File: config.mk
export PLATFORM = sky130hd
export DESIGN_NAME = care_scheduler
export DESIGN_NICKNAME = d
export VERILOG_FILES = /design/src/rtl/care_pkg.sv /design/src/rtl/action_fifo.sv /design/src/rtl/care_scheduler.sv
export SDC_FILE = /design/constraint.sdc
export NUM_CORES = 1
export LEC_CHECK = 0
export ABC_AREA = 0
export CELL_PAD_IN_SITES_DETAIL_PLACEMENT = 1
export CELL_PAD_IN_SITES_GLOBAL_PLACEMENT = 2
export CORE_MARGIN = 2
export CORE_UTILIZATION = 39
export CTS_CLUSTER_SIZE = 10
export DETAILED_ROUTE_END_ITERATION = 8
export HOLD_SLACK_MARGIN = 0.15
export PLACE_DENSITY_LB_ADDON = 0.2
export SKIP_CTS_REPAIR_TIMING = 1
export SLEW_MARGIN = 20
export SYNTH_ARGS = -nofsm -noshare
export SYNTH_HDL_FRONTEND = slang
export SYNTH_HIERARCHICAL = 1
export SYNTH_SLANG_ARGS = --single-unit
File: constraint.sdc
create_clock -name clk_i -period 2.7 [get_ports clk_i]
set_input_delay 0.54 -clock clk_i [delete_from_list [all_inputs] [get_ports clk_i]]
set_output_delay 0.54 -clock clk_i [all_outputs]
set_load 0.03 [all_outputs]
File: src/rtl/care_pkg.sv
// Shared types and action codes for the care action scheduler.
package care_pkg;

    localparam logic [2:0] ACT_FEED  = 3'd0;
    localparam logic [2:0] ACT_PLAY  = 3'd1;
    localparam logic [2:0] ACT_CLEAN = 3'd2;
    localparam logic [2:0] ACT_HEAL  = 3'd3;
    localparam logic [2:0] ACT_DECAY = 3'd4;

    typedef enum logic [1:0] {
        IDLE  = 2'd0,
        ISSUE = 2'd1,
        RUN   = 2'd2
    } state_e;

    typedef enum logic {
        USER  = 1'b0,
        DECAY = 1'b1
    } src_e;

    // User actions occupy the lower half of the executor code space.
    function automatic logic [2:0] user_code(input logic [1:0] act);
        return {1'b0, act};
    endfunction

endpackage

File: src/rtl/action_fifo.sv
// Small synchronous FIFO buffering 2-bit user action codes.
module action_fifo #(
    parameter int DEPTH = 4
) (
    input  logic       clk_i,
    input  logic       rst_i,
    input  logic       push_i,
    input  logic [1:0] data_i,
    input  logic       pop_i,
    output logic [1:0] data_o,
    output logic       full_o,
    output logic       empty_o
);

    localparam int AW = (DEPTH > 1) ? $clog2(DEPTH) : 1;

    logic [1:0]    mem_q [DEPTH];
    logic [AW-1:0] wr_ptr_q, wr_ptr_d;
    logic [AW-1:0] rd_ptr_q, rd_ptr_d;
    logic [AW:0]   count_q, count_d;
    logic          do_push, do_pop;

    function automatic logic [AW-1:0] ptr_inc(input logic [AW-1:0] p);
        return (p == AW'(DEPTH - 1)) ? '0 : p + 1'b1;
    endfunction

    assign full_o  = (count_q == (AW+1)'(DEPTH));
    assign empty_o = (count_q == '0);
    assign data_o  = mem_q[rd_ptr_q];
    assign do_push = push_i && !full_o;
    assign do_pop  = pop_i && !empty_o;

    always_comb begin
        wr_ptr_d = do_push ? ptr_inc(wr_ptr_q) : wr_ptr_q;
        rd_ptr_d = do_pop  ? ptr_inc(rd_ptr_q) : rd_ptr_q;
        count_d  = count_q;
        case ({do_push, do_pop})
            2'b10:   count_d = count_q + 1'b1;
            2'b01:   count_d = count_q - 1'b1;
            default: count_d = count_q;
        endcase
    end

    always_ff @(posedge clk_i or posedge rst_i) begin
        if (rst_i) begin
            wr_ptr_q <= '0;
            rd_ptr_q <= '0;
            count_q  <= '0;
        end else begin
            wr_ptr_q <= wr_ptr_d;
            rd_ptr_q <= rd_ptr_d;
            count_q  <= count_d;
        end
    end

    // Storage carries no reset; occupancy alone defines validity.
    always_ff @(posedge clk_i) begin
        if (do_push) begin
            mem_q[wr_ptr_q] <= data_i;
        end
    end

endmodule

File: src/rtl/care_scheduler.sv
// Arbitrates queued user actions and periodic decay onto one shared executor,
// with an exec/exec_status handshake and a watchdog on hung actions.
module care_scheduler
    import care_pkg::*;
#(
    parameter int DECAY_TICKS    = 12,
    parameter int TIMEOUT_CYCLES = 1000,
    parameter int FIFO_DEPTH     = 4
) (
    input  logic       clk_i,
    input  logic       rst_i,
    input  logic       tick_i,
    input  logic       user_valid_i,
    input  logic [1:0] user_action_i,
    output logic       user_ready_o,
    output logic       exec_o,
    output logic [2:0] exec_action_o,
    input  logic       exec_status_i,
    output logic       busy_o,
    output logic       timeout_err_o,
    output logic [7:0] drop_count_o
);

    state_e      state_q, state_d;
    src_e        last_grant_q, last_grant_d;
    logic [2:0]  exec_action_q, exec_action_d;
    logic        decay_pending_q, decay_pending_d;
    logic [7:0]  tick_cnt_q, tick_cnt_d;
    logic [7:0]  drop_q, drop_d;
    logic [15:0] wd_q, wd_d;
    logic        timeout_q, timeout_d;

    logic        fifo_full, fifo_empty, fifo_push;
    logic [1:0]  fifo_head;
    logic        grant_user, grant_decay, decay_wrap;

    assign fifo_push = user_valid_i && user_ready_o;

    action_fifo #(
        .DEPTH (FIFO_DEPTH)
    ) u_fifo (
        .clk_i   (clk_i),
        .rst_i   (rst_i),
        .push_i  (fifo_push),
        .data_i  (user_action_i),
        .pop_i   (grant_user),
        .data_o  (fifo_head),
        .full_o  (fifo_full),
        .empty_o (fifo_empty)
    );

    always_comb begin
        state_d       = state_q;
        last_grant_d  = last_grant_q;
        exec_action_d = exec_action_q;
        wd_d          = wd_q;
        timeout_d     = 1'b0;
        grant_user    = 1'b0;
        grant_decay   = 1'b0;
        case (state_q)
            IDLE: begin
                // A still-busy executor (status high) blocks new grants.
                if (!exec_status_i) begin
                    if (decay_pending_q && (fifo_empty || last_grant_q == USER)) begin
                        grant_decay = 1'b1;
                    end else if (!fifo_empty) begin
                        grant_user = 1'b1;
                    end
                end
                if (grant_decay) begin
                    exec_action_d = ACT_DECAY;
                    last_grant_d  = DECAY;
                end else if (grant_user) begin
                    exec_action_d = user_code(fifo_head);
                    last_grant_d  = USER;
                end
                if (grant_decay || grant_user) begin
                    state_d = ISSUE;
                    wd_d    = '0;
                end
            end
            ISSUE, RUN: begin
                wd_d = wd_q + 1'b1;
                if (wd_q == 16'(TIMEOUT_CYCLES - 1)) begin
                    state_d   = IDLE;
                    timeout_d = 1'b1;
                end else if (state_q == ISSUE && exec_status_i) begin
                    state_d = RUN;
                end else if (state_q == RUN && !exec_status_i) begin
                    state_d = IDLE;
                end
            end
            default: state_d = IDLE;
        endcase
    end

    // A new wrap outranks the grant clearing the old event on the same edge.
    always_comb begin
        decay_wrap      = tick_i && (tick_cnt_q == 8'(DECAY_TICKS - 1));
        tick_cnt_d      = tick_cnt_q;
        decay_pending_d = decay_pending_q;
        drop_d          = drop_q;
        if (tick_i) begin
            tick_cnt_d = decay_wrap ? 8'd0 : tick_cnt_q + 8'd1;
        end
        if (decay_wrap) begin
            decay_pending_d = 1'b1;
            if (decay_pending_q && !grant_decay && drop_q != 8'hFF) begin
                drop_d = drop_q + 8'd1;
            end
        end else if (grant_decay) begin
            decay_pending_d = 1'b0;
        end
    end

    always_ff @(posedge clk_i or posedge rst_i) begin
        if (rst_i) begin
            state_q         <= IDLE;
            last_grant_q    <= USER;
            exec_action_q   <= '0;
            decay_pending_q <= 1'b0;
            tick_cnt_q      <= '0;
            drop_q          <= '0;
            wd_q            <= '0;
            timeout_q       <= 1'b0;
        end else begin
            state_q         <= state_d;
            last_grant_q    <= last_grant_d;
            exec_action_q   <= exec_action_d;
            decay_pending_q <= decay_pending_d;
            tick_cnt_q      <= tick_cnt_d;
            drop_q          <= drop_d;
            wd_q            <= wd_d;
            timeout_q       <= timeout_d;
        end
    end

    assign user_ready_o  = !fifo_full;
    assign exec_o        = (state_q == ISSUE);
    assign busy_o        = (state_q != IDLE);
    assign exec_action_o = exec_action_q;
    assign timeout_err_o = timeout_q;
    assign drop_count_o  = drop_q;

endmodule
; ---- Word level (Yosys, flattened, before mapping)
; Memory sizes are Yosys's and may differ from the RTL's.
; Index checks and enable logic that the tools add are counted.
[totals]
reg_bits = 47
mem_bits_rw = 8
inputBits = 7
elab_cells = 89
memories = 1
[op_classes]
n_addsub = 7
eq_ne = 12
mux = 30
bitwise_logic = 1
reduce_logical = 27
[mem_list]
columns = name, words, word_bits, read_ports, rd_clocked_by_memory_dff, wr, line
row1 = u_fifo.mem_q, 4, 2, 1, 0, 1, action_fifo.sv:17  ; logic [1:0] mem_q [DEPTH];
[op_table]
columns = cell, count
row1 = $pmux W16 S2, 1
row2 = $mux W1, 17
row3 = $add A16 B1 Y16 const B, 1
row4 = $add A8 B1 Y8 const B, 2
row5 = $eq A16 B10 Y1 const B, 1
row6 = $mux W16, 1
row7 = $mux W2, 6
row8 = $reduce_bool A2 Y1, 5
row9 = $logic_and A1 B1 Y1, 9
row10 = $eq A2 B2 Y1 const B, 4
row11 = $eq A8 B4 Y1 const B, 1
row12 = $mux W8, 1
row13 = $ne A8 B8 Y1 const B, 1
row14 = $reduce_and A2 Y1, 4
row15 = $mux W3, 2
row16 = $pmux W3 S2, 1
row17 = $add A2 B1 Y2 const B, 2
row18 = $eq A2 B1 Y1 const B, 2
row19 = $logic_not A1 Y1, 4
row20 = $ne A4 B4 Y1 const B, 1
row21 = $pmux W2 S2, 1
row22 = $add A3 B1 Y3 const B, 1
row23 = $eq A3 B3 Y1 const B, 1
row24 = $logic_not A3 Y1, 1
row25 = other kinds (6), 7

; ---- Longest topological paths before layout
[depth]
ltp_word = 11
mapped_depth = 12
depth_no_buf = 12

; ---- Hierarchy
; Netlist, hierarchy kept.
[modules_own_cells]
columns = module, n_inst, cells_each, area_each_um2, seq_area_each_um2
row1 = care_scheduler, 1, 207, 2175.8, 975.9
row2 = action_fifo, 1, 51, 775.7, 415.4

; ---- Least setup slack after synthesis
; OpenSTA, ideal clock, no wires.
[synth_path]
kind = input-to-reg
start = input port exec_status_i
end = register u_fifo.count_q[2]
setup_time_ns = 0.079
arrival_time_ns = 2.388
slack_ns = 0.233
cell_stages = 11
cell_sequence = buf_2 nand2b_4 nor3b_1 nand2b_4 inv_1 ha_1 inv_1 fa_1 xor2_1 nor2_1 xor2_1
[synth_via]
elab_chain_cells = 6
word_cells_on_any_way = 8
classes_between = eq/ne (2) / mux (4) / reduce/logical (2)
[synth_lines]
columns = item, line
row1 = start: declaration, care_scheduler.sv:18  ; input logic exec_status_i,
row2 = $mux W1 (*), care_scheduler.sv:63  ; if (!exec_status_i) begin
row3 = $mux W1 (*) (2 in series), care_scheduler.sv:60  ; case (state_q)
row4 = via grant_user, care_scheduler.sv:35  ; logic grant_user, grant_decay, decay_wrap;
row5 = $logic_and A1 B1 Y1 (*), action_fifo.sv:31  ; assign do_pop = pop_i && !empty_o;
row6 = via u_fifo.do_pop, action_fifo.sv:21  ; logic do_push, do_pop;
row7 = $eq A2 B1 Y1 / $eq A2 B2 Y1 (equally long branches), action_fifo.sv:37  ; case ({do_push, do_pop})
row8 = $pmux W3 S2 / $reduce_bool A2 Y1 (equally long branches), --
row9 = end signal: assignment, action_fifo.sv:52  ; count_q <= count_d;
row10 = end: declaration, action_fifo.sv:20  ; logic [AW:0] count_q, count_d;
; The timed path passes the listed nets; every way through them passes the cells marked *. The select of a mux whose other input is x is not followed.
; A chain may end at the register's enable or synchronous reset.

; ---- Final worst setup path
[layout_path]
start = register state_q[1]
end = register u_fifo.count_q[2]
[layout_via]
elab_chain_cells = 5
word_cells_on_any_way = 7
classes_between = eq/ne (2) / mux (2) / reduce/logical (3)
[layout_lines]
columns = item, line
row1 = start: declaration, care_scheduler.sv:24  ; state_e state_q, state_d;
row2 = start signal: assignment, care_scheduler.sv:127  ; state_q <= state_d;
row3 = $logic_not A2 Y1 (*), care_scheduler.sv:60
row4 = $mux W1 (*), care_scheduler.sv:60
row5 = via grant_user, care_scheduler.sv:35
row6 = $logic_and A1 B1 Y1 (*), action_fifo.sv:31
row7 = via u_fifo.do_pop, action_fifo.sv:21
row8 = $eq A2 B1 Y1 / $eq A2 B2 Y1 (equally long branches), action_fifo.sv:37
row9 = $pmux W3 S2 / $reduce_bool A2 Y1 (equally long branches), --
; The timed path passes the listed nets; every way through them passes the cells marked *.

==> impl_metrics.env <==
export IMPL_synth_xor_area_share_pct=5.34
export IMPL_cp_slowest_stage_delay_ps=440
export IMPL_cap_violations=0
export IMPL_dp_cells=378
export IMPL_synth_top_family_by_area="simple AND/OR/NAND/NOR gates"
export IMPL_drtAntennaViolNets=0
export IMPL_worst_pin_slew_ps=517
export IMPL_grt_pass1_wl_um=10000
export IMPL_max_freq_ghz=0.412
export IMPL_preCtsSetupSlack_ps=-15.0
export IMPL_via_per_inst=5.14
export IMPL_drtPass1Iterations=4
export IMPL_cts_buffers=5
export IMPL_syn_to_final_growth_pct=14.9
export IMPL_irDropWorstVdd_v=0.000476
export IMPL_hpwl_um=4130
export IMPL_synth_compound_area_share_pct=6.87
export IMPL_die_area_um2=8280
export IMPL_core_um2=7290
export IMPL_grt_max_degree=40
export IMPL_synth_fa_ha_area_share_pct=6.19
export IMPL_remaining_drc_errors=0
export IMPL_die_x_um=91.0
export IMPL_yosysUniqueCellTypes=55
export IMPL_yosysWarnings=6
export IMPL_final_max_slew_viol_count=0
export IMPL_worstSetupEndpointType="flip-flop"
export IMPL_gp_congestion=0.732
export IMPL_pwr_density_cell_nw_per_um2=889
export IMPL_cts_sinks=54
export IMPL_fin_ws_ps=273
export IMPL_rsz0062_at_grt="no"
export IMPL_wl_per_cell_um=14.6
export IMPL_path_buf_inv=4
export IMPL_drt_wl_total_um=5650
export IMPL_n_antenna_cell=0
export IMPL_synth_main_ff_cell="dfrtp_1"
export IMPL_ios=22
export IMPL_slowest_stage="dfrtp_1"
export IMPL_top_usage_layer="met2"
export IMPL_final_nets=307
export IMPL_final_area_um2=3390
export IMPL_slew_headroom_pct=65.5
export IMPL_h_tree_depth=2
export IMPL_clockRootBuffer="clkbuf_8"
export IMPL_path_clk_slew_ps=100
export IMPL_holdCritPathClass="in -> async"
export IMPL_period_needed_ps=2430
export IMPL_synth_simple_area_share_pct=22.5
export IMPL_power_mw=3.01
export IMPL_setup_violations_final=0
export IMPL_worst_path_most_repeated_cell="inv_1"
export IMPL_met2_usage_pct=24.8
export IMPL_status="completed"
export IMPL_finalSetupTns_ps=0
export IMPL_layout_drive_gt1_share_pct=16.4
export IMPL_rows=31
export IMPL_path_depth=13
export IMPL_async_flop_share_pct=85.2
export IMPL_critPathMaxFanout=6
export IMPL_grt_ovfl_total=0
export IMPL_timing_final_hold_violations=0
export IMPL_leakage_nw=1.52
export IMPL_post_route_period_util_pct=89.9
export IMPL_met3_usage_pct=4.07
export IMPL_vias=1983
export IMPL_reg2reg_depth=13
export IMPL_yosys_register_bits=54
export IMPL_grt_total_usage_pct=14.9
export IMPL_portBuffers=21
export IMPL_synthCells=258
export IMPL_worstSetupPathType="reg -> reg"
export IMPL_grt_pass1_vias=2105
export IMPL_clk_path_buf_depth=2
export IMPL_final_cells=386
export IMPL_fin_skew_ps=5.31
export IMPL_seq_area_frac_synth_pct=47.1
export IMPL_worstPathCellList="inv_1 -> ha_4 -> nand2b_4 -> nor3b_1 -> buf_4 -> nand2b_4 -> inv_1 -> ha_1 -> inv_1 -> fa_1 -> xor2_1 -> nor2_1 -> xor2_1"
export IMPL_critical_path_top_delay_family="adder cells"
export IMPL_syn_num_nets=279
export IMPL_syn_mean_instance_area_um2=11.4
export IMPL_required_ps=2950
export IMPL_synth_mux_area_share_pct=8.27
export IMPL_hold_slack_ps=472
export IMPL_antenna_found_initial=0
export IMPL_start_util_pct=40.5
export IMPL_post_dp_cell_area_um2=3290
export IMPL_clk_latency_ps=320
export IMPL_die_h_um=91.0
export IMPL_fin_util_pct=46.5
export IMPL_arrival_ps=2680
export IMPL_drt_iter0_markers=36
export IMPL_tritoncts="built"
export IMPL_startpoint_type="flip-flop"
export IMPL_synth_enable_flop_cells=8
export IMPL_syn_area_um2=2950
export IMPL_gr_usage_met1_pct=19.0
synth_stat cells, types with 3 or more instances:
library cell   n  area [µm²]
a21oi_1        3        15.0
a22o_1         5        43.8
and2_2         4        30.0
and3_1         7        43.8
and4_1         3        26.3
buf_2          3        15.0
dfrtp_1       46        1150
edfxtp_1       8         240
ha_1          13         163
inv_1         14        52.6
mux2_4         3        45.0
mux2i_1       12         120
nand2_1       24        90.1
nand2b_1       4        25.0
nand3_1       11        55.1
nand4_1        8        50.1
nor2_1        10        37.5
nor3_1         8        40.0
nor4_2         5        62.6
o21ai_0        5        25.0
xnor2_1        7        61.3
xor2_1        11        96.3
state kept, by name (all words and copies together), names as in the netlist:
name / flops
u_fifo/wr_ptr_q: 2
tick_cnt_q: 8
u_fifo/mem_q: 8
drop_count_o: 8
timeout_err_o: 1
exec_action_o: 2
u_fifo/count_q: 3
wd_q: 16
decay_pending_q: 1
state_q: 2
u_fifo/rd_ptr_q: 2
last_grant_q: 1
worst paths after layout:
check | slack, ps | from | endpoint
max | 270 | state_q[1] | u_fifo/count_q[2]
min | 470 | rst_i | u_fifo/count_q[2]
max reg2reg | 270 | state_q[1] | u_fifo/count_q[2]
min reg2reg | 480 | tick_cnt_q[7] | tick_cnt_q[7]
max in group asynchronous | 1680 | rst_i | wd_q[10]
min in group clk_i | 480 | tick_cnt_q[7] | tick_cnt_q[7]
layout by cell type (no fill, tap or decap), drive strengths merged, types with 2 or more instances in the layout:
cell type	n
a21o	2
inv	16
a22o	5
buf	7
nor2b	4
nor4b	2
clkdlybuf4s50	21
mux2	6
nor3b	2
and2	6
nor3	10
edfxtp	8
o21ai	6
mux4	2
a211o	2
mux2i	12
a21oi	4
nand2b	6
and4	3
xor2	11
nand4	8
and2b	2
nor4	6
nor2	10
nand3	11
ha	13
nand2	24
o211ai	2
xnor2	7
clkbuf	5
dfrtp	46
and3	7
metal layers:
layer	vias up	part of all wire [%]
met5	-	0
met1	991	46
met3	7	2.9
li1	967	-
met4	0	1.3
met2	18	50
logic make-up (layout without fill, tap and decap cells):
group                    count (synthesis)  count (layout)
multiplexers                            20              20
AO/OA/AOI/OAI                           25              25
AND/OR/NAND/NOR                        105             105
flip-flops                              54              54
adder cells (fa/ha/maj)                 14              14
XOR/XNOR                                18              18
buffers and inverters                   22              51
power by group:
group	switching, mW	internal, mW	total, mW
Combinational	0.682	0.636	1.32
Clock	0.289	0.188	0.477
Sequential	0.200	1.02	1.22
Total	1.17	1.84	3.01
layout make-up:
type | instances | area [µm²]
inverters | 15 | 56.3
clock inverters | 3 | 25.0
flip-flops and latches | 54 | 1390
fillers | 826 | 3900
clock buffers | 5 | 68.8
multi-input cells | 182 | 1460
well taps | 99 | 124
repair buffers | 28 | 263
(Power assumes the default switching activity.)
